[config.mk]
export PLATFORM = sky130hd
export DESIGN_NAME = cr_huf_comp_htb_short_ord
export DESIGN_NICKNAME = d
export VERILOG_FILES = /design/src/rtl/cr_huf_comp_htb_short_ord_pkg.sv /design/src/rtl/cr_huf_comp_htb_ord_fifo.sv /design/src/rtl/cr_huf_comp_htb_short_ord.sv
export SDC_FILE = /design/constraint.sdc
export NUM_CORES = 1
export LEC_CHECK = 0
export ABC_AREA = 1
export CORE_ASPECT_RATIO = 1.1
export CORE_MARGIN = 5
export CORE_UTILIZATION = 40
export CTS_CLUSTER_SIZE = 25
export DETAILED_ROUTE_END_ITERATION = 16
export PLACE_DENSITY = 0.83
export SETUP_SLACK_MARGIN = 0.3
export SLEW_MARGIN = 25
export SYNTH_ARGS = -nofsm -noshare
export SYNTH_HDL_FRONTEND = slang
export SYNTH_SLANG_ARGS = --single-unit
[constraint.sdc]
create_clock -name clk -period 3.6 [get_ports clk]
set_clock_uncertainty 0.1 [all_clocks]
set_input_delay 1.08 -clock clk [delete_from_list [all_inputs] [get_ports clk]]
set_output_delay 1.08 -clock clk [all_outputs]
set_load 0.01 [all_outputs]
[src/rtl/cr_huf_comp_htb_short_ord_pkg.sv]
// Shared types for the short-block tree result reorder path: order-FIFO entry and FSM state.
`ifndef CREOLE_HC_SEQID_WIDTH
`define CREOLE_HC_SEQID_WIDTH 8
`endif

package cr_huf_compPKG;

  typedef struct packed {
    logic                              pipe;
    logic [`CREOLE_HC_SEQID_WIDTH-1:0] seq_id;
  } ord_ent_t;

  typedef enum logic [1:0] {
    ST_IDLE = 2'd0,
    ST_WAIT = 2'd1,
    ST_HOLD = 2'd2
  } ord_st_t;

endpackage

[src/rtl/cr_huf_comp_htb_ord_fifo.sv]
// Dispatch-order FIFO; head/empty/full reflect registered state, so a pushed entry appears next cycle.
// Push at full is accepted only together with a pop, leaving the count unchanged.
module cr_huf_comp_htb_ord_fifo #(
  parameter int W     = 1,
  parameter int DEPTH = 4
) (
  input  logic                     clk,
  input  logic                     rst,
  input  logic                     i_push,
  input  logic                     i_pop,
  input  logic [W-1:0]             i_dat,
  output logic [W-1:0]             o_head,
  output logic                     o_full,
  output logic                     o_empty,
  output logic [$clog2(DEPTH):0]   o_cnt
);
  localparam int PW = $clog2(DEPTH);

  logic [W-1:0]  r_mem [DEPTH];
  logic [PW-1:0] r_wr_ptr;
  logic [PW-1:0] r_rd_ptr;
  logic [PW:0]   r_cnt;
  logic          w_wr;
  logic          w_rd;

  assign o_full  = (r_cnt == (PW+1)'(DEPTH));
  assign o_empty = (r_cnt == '0);
  assign o_cnt   = r_cnt;
  assign o_head  = r_mem[r_rd_ptr];
  assign w_rd    = i_pop && !o_empty;
  assign w_wr    = i_push && (!o_full || w_rd);

  always_ff @(posedge clk) begin
    if (w_wr && !rst) r_mem[r_wr_ptr] <= i_dat;
  end

  // Pointers wrap naturally because DEPTH is a power of two.
  always_ff @(posedge clk) begin
    if (rst) begin
      r_wr_ptr <= '0;
      r_rd_ptr <= '0;
      r_cnt    <= '0;
    end else begin
      if (w_wr) r_wr_ptr <= r_wr_ptr + 1'b1;
      if (w_rd) r_rd_ptr <= r_rd_ptr + 1'b1;
      if (w_wr && !w_rd)      r_cnt <= r_cnt + 1'b1;
      else if (w_rd && !w_wr) r_cnt <= r_cnt - 1'b1;
    end
  end
endmodule

[src/rtl/cr_huf_comp_htb_short_ord.sv]
// Merges two tree-builder result pipes back into dispatch order; 1-cycle latency, out_rdy low stalls the head pipe.
// Define CR_HUF_COMP_HTB_ORD_CHK_EN to store seq_ids and flag ordering/overflow errors on seq_err.
`ifndef CREOLE_HC_SEQID_WIDTH
`define CREOLE_HC_SEQID_WIDTH 8
`endif

module cr_huf_comp_htb_short_ord
  import cr_huf_compPKG::*;
#(
  parameter int DATA_W    = 64,
  parameter int ORD_DEPTH = 4
) (
  input  logic                              clk,
  input  logic                              rst,
  input  logic                              disp_vld,
  input  logic                              disp_pipe,
  input  logic [`CREOLE_HC_SEQID_WIDTH-1:0] disp_seq_id,
  output logic                              ord_full,
  input  logic                              p1_vld,
  output logic                              p1_rdy,
  input  logic [`CREOLE_HC_SEQID_WIDTH-1:0] p1_seq_id,
  input  logic [DATA_W-1:0]                 p1_data,
  input  logic                              p2_vld,
  output logic                              p2_rdy,
  input  logic [`CREOLE_HC_SEQID_WIDTH-1:0] p2_seq_id,
  input  logic [DATA_W-1:0]                 p2_data,
  output logic                              out_vld,
  input  logic                              out_rdy,
  output logic [`CREOLE_HC_SEQID_WIDTH-1:0] out_seq_id,
  output logic [DATA_W-1:0]                 out_data,
  output logic                              out_pipe,
  output logic                              seq_err
);
  localparam int CW = $clog2(ORD_DEPTH) + 1;
  localparam int SW = `CREOLE_HC_SEQID_WIDTH;
`ifdef CR_HUF_COMP_HTB_ORD_CHK_EN
  localparam int EW = $bits(ord_ent_t);
`else
  localparam int EW = 1;
`endif

  logic              w_push, w_pop, w_empty, w_full;
  logic [CW-1:0]     w_cnt, w_cnt_nxt;
  logic [EW-1:0]     w_push_dat, w_head;
  logic              w_head_pipe, w_rdy_ok, w_xfer1, w_xfer2, w_out_vld_nxt;
  logic [SW-1:0]     w_sel_seq;
  logic [DATA_W-1:0] w_sel_data;
  ord_st_t           r_state, w_state_nxt;
  logic              r_out_vld, r_out_pipe;
  logic [SW-1:0]     r_out_seq;
  logic [DATA_W-1:0] r_out_data;

  assign w_push   = disp_vld && !w_full && !rst;
  assign ord_full = w_full;

  cr_huf_comp_htb_ord_fifo #(.W(EW), .DEPTH(ORD_DEPTH)) u_ord_fifo (
    .clk     (clk),
    .rst     (rst),
    .i_push  (w_push),
    .i_pop   (w_pop),
    .i_dat   (w_push_dat),
    .o_head  (w_head),
    .o_full  (w_full),
    .o_empty (w_empty),
    .o_cnt   (w_cnt)
  );

`ifdef CR_HUF_COMP_HTB_ORD_CHK_EN
  ord_ent_t w_push_ent, w_head_ent;
  logic     r_seq_err;
  assign w_push_ent  = '{pipe: disp_pipe, seq_id: disp_seq_id};
  assign w_push_dat  = w_push_ent;
  assign w_head_ent  = w_head;
  assign w_head_pipe = w_head_ent.pipe;
  assign seq_err     = r_seq_err;

  always_ff @(posedge clk) begin
    if (rst) r_seq_err <= 1'b0;
    else if ((w_pop && (w_sel_seq != w_head_ent.seq_id)) || (disp_vld && w_full))
      r_seq_err <= 1'b1;
  end
`else
  logic w_unused_seq;
  assign w_unused_seq = ^disp_seq_id;
  assign w_push_dat   = disp_pipe;
  assign w_head_pipe  = w_head[0];
  assign seq_err      = 1'b0;
`endif

  // Only the pipe owning the oldest outstanding dispatch may hand over a result.
  assign w_rdy_ok   = !rst && !w_empty &&
                      ((r_state == ST_WAIT) || ((r_state == ST_HOLD) && out_rdy));
  assign p1_rdy     = w_rdy_ok && !w_head_pipe;
  assign p2_rdy     = w_rdy_ok && w_head_pipe;
  assign w_xfer1    = p1_vld && p1_rdy;
  assign w_xfer2    = p2_vld && p2_rdy;
  assign w_pop      = w_xfer1 || w_xfer2;
  assign w_sel_seq  = w_head_pipe ? p2_seq_id : p1_seq_id;
  assign w_sel_data = w_head_pipe ? p2_data : p1_data;

  assign w_cnt_nxt     = w_cnt + CW'(w_push) - CW'(w_pop);
  assign w_out_vld_nxt = w_pop || (r_out_vld && !out_rdy);

  always_comb begin
    w_state_nxt = r_state;
    if (w_cnt_nxt == '0)   w_state_nxt = ST_IDLE;
    else if (w_out_vld_nxt) w_state_nxt = ST_HOLD;
    else                    w_state_nxt = ST_WAIT;
  end

  always_ff @(posedge clk) begin
    if (rst) r_state <= ST_IDLE;
    else     r_state <= w_state_nxt;
  end

  always_ff @(posedge clk) begin
    if (rst) begin
      r_out_vld  <= 1'b0;
      r_out_pipe <= 1'b0;
      r_out_seq  <= '0;
      r_out_data <= '0;
    end else if (w_pop) begin
      r_out_vld  <= 1'b1;
      r_out_pipe <= w_head_pipe;
      r_out_seq  <= w_sel_seq;
      r_out_data <= w_sel_data;
    end else if (out_rdy) begin
      r_out_vld  <= 1'b0;
    end
  end

  assign out_vld    = r_out_vld;
  assign out_pipe   = r_out_pipe;
  assign out_seq_id = r_out_seq;
  assign out_data   = r_out_data;
endmodule
### Word level (Yosys, flattened, before mapping)

Memory sizes are Yosys's and may differ from the RTL's. A register that Yosys moved wholly into a read port is not among the register bits.
Cells that the tools add are included.

| operators by class | value |
|---|---|
| add/subtract/negate cells | 6 |
| equality and inequality tests | 3 |
| multiplexer cells | 11 |
| reductions and logical operators | 31 |

Operators with widths:

| operator | count |
|---|---|
| $mux W64 | 1 |
| $logic_and A1 B1 Y1 | 15 |
| $mux W8 | 1 |
| $logic_not A1 Y1 | 7 |
| $logic_not A3 Y1 | 2 |
| $mux W2 | 3 |
| $mux W3 | 2 |
| $add A2 B1 Y2 const B | 2 |
| $logic_or A1 B1 Y1 | 4 |
| $mux W1 | 4 |
| $reduce_bool A2 Y1 | 2 |
| $add A3 B1 Y3 | 1 |
| $add A3 B1 Y3 const B | 1 |
| $eq A3 B3 Y1 const B | 1 |
| $sub A3 B1 Y3 | 1 |
| $sub A3 B1 Y3 const B | 1 |
| $eq A2 B1 Y1 const B | 1 |
| $eq A2 B2 Y1 const B | 1 |
| $reduce_or A2 Y1 | 1 |

| word-level totals | value |
|---|---|
| bits in registers | 83 |
| RAM bits | 4 |
| input bits | 159 |
| output and inout bits | 78 |
| memories | 1 |

Memories:

| name | words | width | rd ports | clocked after memory_dff | wr ports | RTL line | RTL |
|---|---|---|---|---|---|---|---|
| u_ord_fifo.r_mem | 4 | 1 | 1 | 1 | 1 | cr_huf_comp_htb_ord_fifo.sv:19 | `logic [W-1:0] r_mem [DEPTH];` |

### Depth between registers and ports, before layout

| logic depth | value |
|---|---|
| word-level depth | 14 |
| depth in mapped cells | 19 |
| mapped depth without buffers | 18 |

### Modules after synthesis

A second synthesis with hierarchy kept.

| unflattened totals | value |
|---|---|
| cell total of the unflattened synthesis | 836 |
| area total of the unflattened synthesis | 5278.8 µm² |

Modules (own cells, without submodules):

| module | times used | cells each | area each (µm²) | seq. area each (µm²) |
|---|---|---|---|---|
| cr_huf_comp_htb_short_ord | 1 | 753 | 4605.7 | 1521.5 |
| cr_huf_comp_htb_ord_fifo | 1 | 83 | 673.1 | 300.3 |

### Worst setup path after synthesis

No wires, ideal clock.

| timing path | value |
|---|---|
| kind | input to register |
| from | input out_rdy |
| to | register r_state[1] |
| library setup time | 0.109 ns |
| arrival time | 2.791 ns |
| setup slack | 0.600 ns |
| cell stages on the path | 18 |
| path through | nand2_1 -> nand2_1 -> nand2_2 -> nor2_4 -> nand3_2 -> nand2_2 -> inv_2 -> buf_2 -> nand2_1 -> nand2_1 -> ha_1 -> fa_1 -> nor2_1 -> nand3b_1 -> nand2_1 -> inv_1 -> nand2_1 -> inv_1 |

| between the ends | value |
|---|---|
| word-level cells in the longest chain between the ends | 9 |

Ends and longest elaborated chain:

| item | RTL line | RTL |
|---|---|---|
| start, declared | cr_huf_comp_htb_short_ord.sv:28 | `input logic out_rdy,` |
| $logic_and A1 B1 Y1 | cr_huf_comp_htb_short_ord.sv:92 | `((r_state == ST_WAIT) \|\| ((r_state == ST_HOLD) && out_rdy));` |
| $logic_or A1 B1 Y1 | cr_huf_comp_htb_short_ord.sv:92 |  |
| $logic_and A1 B1 Y1 | cr_huf_comp_htb_short_ord.sv:91 | `assign w_rdy_ok = !rst && !w_empty &&` |
| $logic_and A1 B1 Y1, on equally long branches | cr_huf_comp_htb_short_ord.sv:93, cr_huf_comp_htb_short_ord.sv:94 |  |
| $logic_and A1 B1 Y1, on equally long branches | cr_huf_comp_htb_short_ord.sv:95, cr_huf_comp_htb_short_ord.sv:96 |  |
| $logic_or A1 B1 Y1 | cr_huf_comp_htb_short_ord.sv:97 | `assign w_pop = w_xfer1 \|\| w_xfer2;` |
| $sub A3 B1 Y3 | cr_huf_comp_htb_short_ord.sv:101 | `assign w_cnt_nxt = w_cnt + CW'(w_push) - CW'(w_pop);` |
| $logic_not A3 Y1 | cr_huf_comp_htb_short_ord.sv:106 | `if (w_cnt_nxt == '0) w_state_nxt = ST_IDLE;` |
| $reduce_or A2 Y1 (no source line) | n/a |  |
| end signal, assigned | cr_huf_comp_htb_short_ord.sv:113 | `else r_state <= w_state_nxt;` |
| end, declared | cr_huf_comp_htb_short_ord.sv:48 | `ord_st_t r_state, w_state_nxt;` |

Several ways; a longest one is shown, not always the timed one.
A chain may end at the register's enable or synchronous reset.

### Worst setup path after layout

| timing path | value |
|---|---|
| from | input rst |
| to | output p1_rdy |

| between the ends | value |
|---|---|
| word-level cells in the longest chain between the ends | 4 |

Ends and longest elaborated chain:

| item | RTL line | RTL |
|---|---|---|
| start, declared | cr_huf_comp_htb_short_ord.sv:14 | `input logic rst,` |
| $logic_not A1 Y1 | cr_huf_comp_htb_short_ord.sv:91 |  |
| $logic_and A1 B1 Y1 (2 in a row) | cr_huf_comp_htb_short_ord.sv:91 |  |
| $logic_and A1 B1 Y1 | cr_huf_comp_htb_short_ord.sv:93 | `assign p1_rdy = w_rdy_ok && !w_head_pipe;` |
| end, declared | cr_huf_comp_htb_short_ord.sv:20 | `output logic p1_rdy,` |

Every way passes these cells.

==> Implementation_results.wiki <==
{| class="wikitable"
! Metric !! Value
|-
| Fraction of the yosys area taken by sequential cells || a little under two fifths
|-
| EDFF count, synth || 4
|-
| Setup slack after placement || -152 ps
|-
| Transition at the pin with the smallest max-transition slack || 839 ps
|-
| Clock latency on the worst-skew pair || ~330 ps
|-
| Cell taking the most area after synthesis || dfxtp_1
|-
| Number of iterations in the first detailed-routing pass || 6
|-
| Ratio of cells with drive above 1 in the final layout || under 10%
|-
| Total congestion overflow || 0
|-
| Buffers on Ports || about 230
|-
| Startpoint kind of the worst setup timing path || input pin
|-
| Final Hold Slack || ~370 ps
|-
| Instance count after placement with tap cells included || ~1100
|-
| Biggest area contributors in the synthesized netlist || dfxtp_1, nand2_1, nor2_1
|-
| Post-synth top flop || dfxtp_1
|-
| Post-synthesis async set-or-reset flop share || 0%
|-
| Core footprint || approximately 12000 um^2
|-
| CTS clk-pin slew, worst paths || roughly 70 ps
|-
| Worst-case setup margin in the final layout || around 380 ps
|-
| Netlist area before placement || a little under 5000 um^2
|-
| Placed Area || just over 7000 um^2
|-
| Share of the cycle needed by the critical path after routing || about nine tenths
|-
| Antenna diode count || 0
|-
| Number of instances in the synthesized netlist || about 750
|-
| Relative slew margins || ~44%
|-
| Fin cells || 1105
|-
| Total GRT Usage || between 10% and 20%
|-
| Antenna-violating nets left || 0
|-
| Type of element capturing the critical path || output pin
|-
| Number of DRC violations after detailed routing || 0
|-
| Clock tree from TritonCTS || built
|-
| Number of placed I/O pins || between 200 and 250
|-
| Number of H-tree levels || 3
|-
| Commonest cells in the netlist || nand2_1, nor2_1, dfxtp_1, nand3b_1, buf_2
|-
| Portion of synthesized cell area occupied by the leading cell type || between 30% and 40%
|-
| Static leakage power || about 3.6 nW
|-
| Antenna violations before repair || 0
|-
| TritonCTS Buffers || 9
|-
| Full die area || approximately 14000 um^2
|-
| Number of vias after detailed routing || 5113
|-
| Maximum number of pins on one net before global-route repair || 79
|-
| Tightest Hold Check Type || flip-flop to flip-flop
|-
| Fmax || between 0.3 and 0.4 GHz
|-
| Power Total || slightly below 3 mW
|-
| Distinct cells, synth || 24
|-
| Number of global-route vias before repair || around 4700
|-
| Number of sinks on the clock net || 89
|-
| Critical Setup Path Class || input pin to output pin
|-
| Synth warn || 0
|-
| Maximum clock path buffer count || 2
|-
| Number of pins with negative max-slew slack in the final report || 0
|-
| Number of nets in the layout || roughly 1100
|-
| Net count after synthesis || 914
|-
| Count of final hold-check violations || 0
|-
| Final Cell Area || 7420 um^2
|-
| Final routed wire length divided by cell count || around 13 um
|-
| Area delta synth->final || 54.4%
|-
| Starting Density || 40.3%
|-
| Setup slack on the worst flop-to-flop path || 1050 ps
|-
| Gpl congestion || between 0.8 and 0.9
|-
| Yosys reg bits || 89
|-
| Root buffer cell || clkbuf_16
|-
| Number of DRC markers after the initial detailed-route iteration || about 230
|-
| WP data required || 2420 ps
|-
| RSZ-0062 raised after global routing || false
|-
| Max-capacitance violation count || 0
|-
| Biggest fanout along the worst timing path || 2
|-
| Most instantiated library cell after synthesis || nand2_1
|-
| Global-route wire length before repair || 22.7 mm
|-
| Worst IR Drop VDD || between 0.2 and 0.25 mV
|-
| Number of setup violations in the final report || 0
|-
| Vertical extent of the die || 125 um
|-
| Average vias per placed instance || about 4.6
|-
| Status || completed
|-
| X dimension of the die || around 110 um
|-
| Syn Area/Cell || approximately 6.4 um^2
|-
| Number of fillers in the final layout || between 1000 and 1500
|-
| Final wirelength || about 15 mm
|-
| Placement row count || 42
|-
| HPWL after DPL || between 10 and 15 mm
|-
| Critical path arrival || between 2000 and 2500 ps
|-
| Tmin final || around 3200 ps
|-
| Areal power density over the cells || roughly 400 nW/um^2
|}
## flip-flops by register name, indices dropped and copies added (netlist names), named ones only
register / count
u_ord_fifo.r_rd_ptr: 2
out_seq_id: 8
u_ord_fifo.r_wr_ptr: 2
out_pipe: 1
r_state: 2
u_ord_fifo.o_cnt: 3
out_vld: 1
u_ord_fifo.r_mem: 4
out_data: 64
## final timing paths
path,startpoint,to,cells after the start
max,rst,p1_rdy,7
max reg2reg,u_ord_fifo.o_cnt[0]$_SDFFE_PP0P_,r_state[1]$_SDFF_PP0_,18
min,out_pipe$_SDFFE_PP0P_,out_pipe$_SDFFE_PP0P_,2
min reg2reg,out_pipe$_SDFFE_PP0P_,out_pipe$_SDFFE_PP0P_,2
## layout by cell type, fill, tap and decap left out, types with 3 or more instances in the layout
cell / Yosys / final
a21oi_1: 6 / 6
inv_2: 4 / 4
inv_1: 19 / 19
edfxtp_1: 4 / 4
nand2_1: 321 / 318
o21ai_0: 4 / 4
ha_1: 6 / 6
nand2_2: 2 / 4
nor2_1: 160 / 160
clkdlybuf4s50_1: 0 / 224
buf_4: 3 / 10
nand3b_1: 73 / 73
dfxtp_1: 85 / 85
clkbuf_16: 0 / 9
bufinv_16: 0 / 3
nand3_1: 4 / 4
## stage by stage
step / utilization (%) / setup TNS, ps
finish: 62.2 / 0
global route: 62.2 / 0
CTS: 62.0 / 0
detailed placement: 59.2 / -302
global placement: 59.2 / -279
floorplan: - / 0
## cells by family (layout without fill, tap and decap cells)
logic type	Yosys count	count (layout)	share of synthesized area, %
and+or+nand+nor	563	563	50.3
DFF	89	89	37.9
buffers and inverters	72	276	7.58
AOI/OAI and AO/OA	12	12	1.35
adders and majority gates	8	8	2.40
xor gates and xnor gates	2	2	0.365
other	1	1	0.0781
## metal layers
| metal | GRT usage, % | share of wire, % | vias to the layer above |
|---|---|---|---|
| met5 | 0 | 0 | - |
| met3 | 4.64 | 8.1 | 32 |
| met1 | 23.1 | 42 | 2244 |
| li1 | - | - | 2675 |
| met2 | 32.7 | 47 | 162 |
| met4 | 8.04 | 3.2 | 0 |
## layout make-up
cell class / instances / area, um^2 / area share, %
clock buffers: 11 / 243 / 3.27
well taps: 154 / 193 / 2.60
inverters: 23 / 86.3 / 1.16
clock inverters: 5 / 104 / 1.40
repair buffers: 237 / 2340 / 31.5
flip-flops and latches: 89 / 1820 / 24.6
multi-input cells: 586 / 2630 / 35.5
## power breakdown
group | internal [mW] | switching (mW) | leakage (nW) | total, mW
clock | 0.698 | 0.382 | 0.170 | 1.08
combinational | 0.409 | 0.383 | 2.75 | 0.792
sequential | 1.07 | 0.0410 | 0.725 | 1.11
## critical path, stage by stage
cell and delay, ps:
clkdlybuf4s50_1 440, inv_2 80, nand2_2 60, nor2_4 90
inv_1 60, nor2_1 100, buf_2 130
## what timing repair did
action                     in CTS  in global routing
setup endpoints to repair       2                  5
resized for setup               8                  3
buffers inserted                1                  1
pin swaps                       1                  2
hold buffers                    0                  0
No activity file was read; power rests on OpenSTA's default activity.
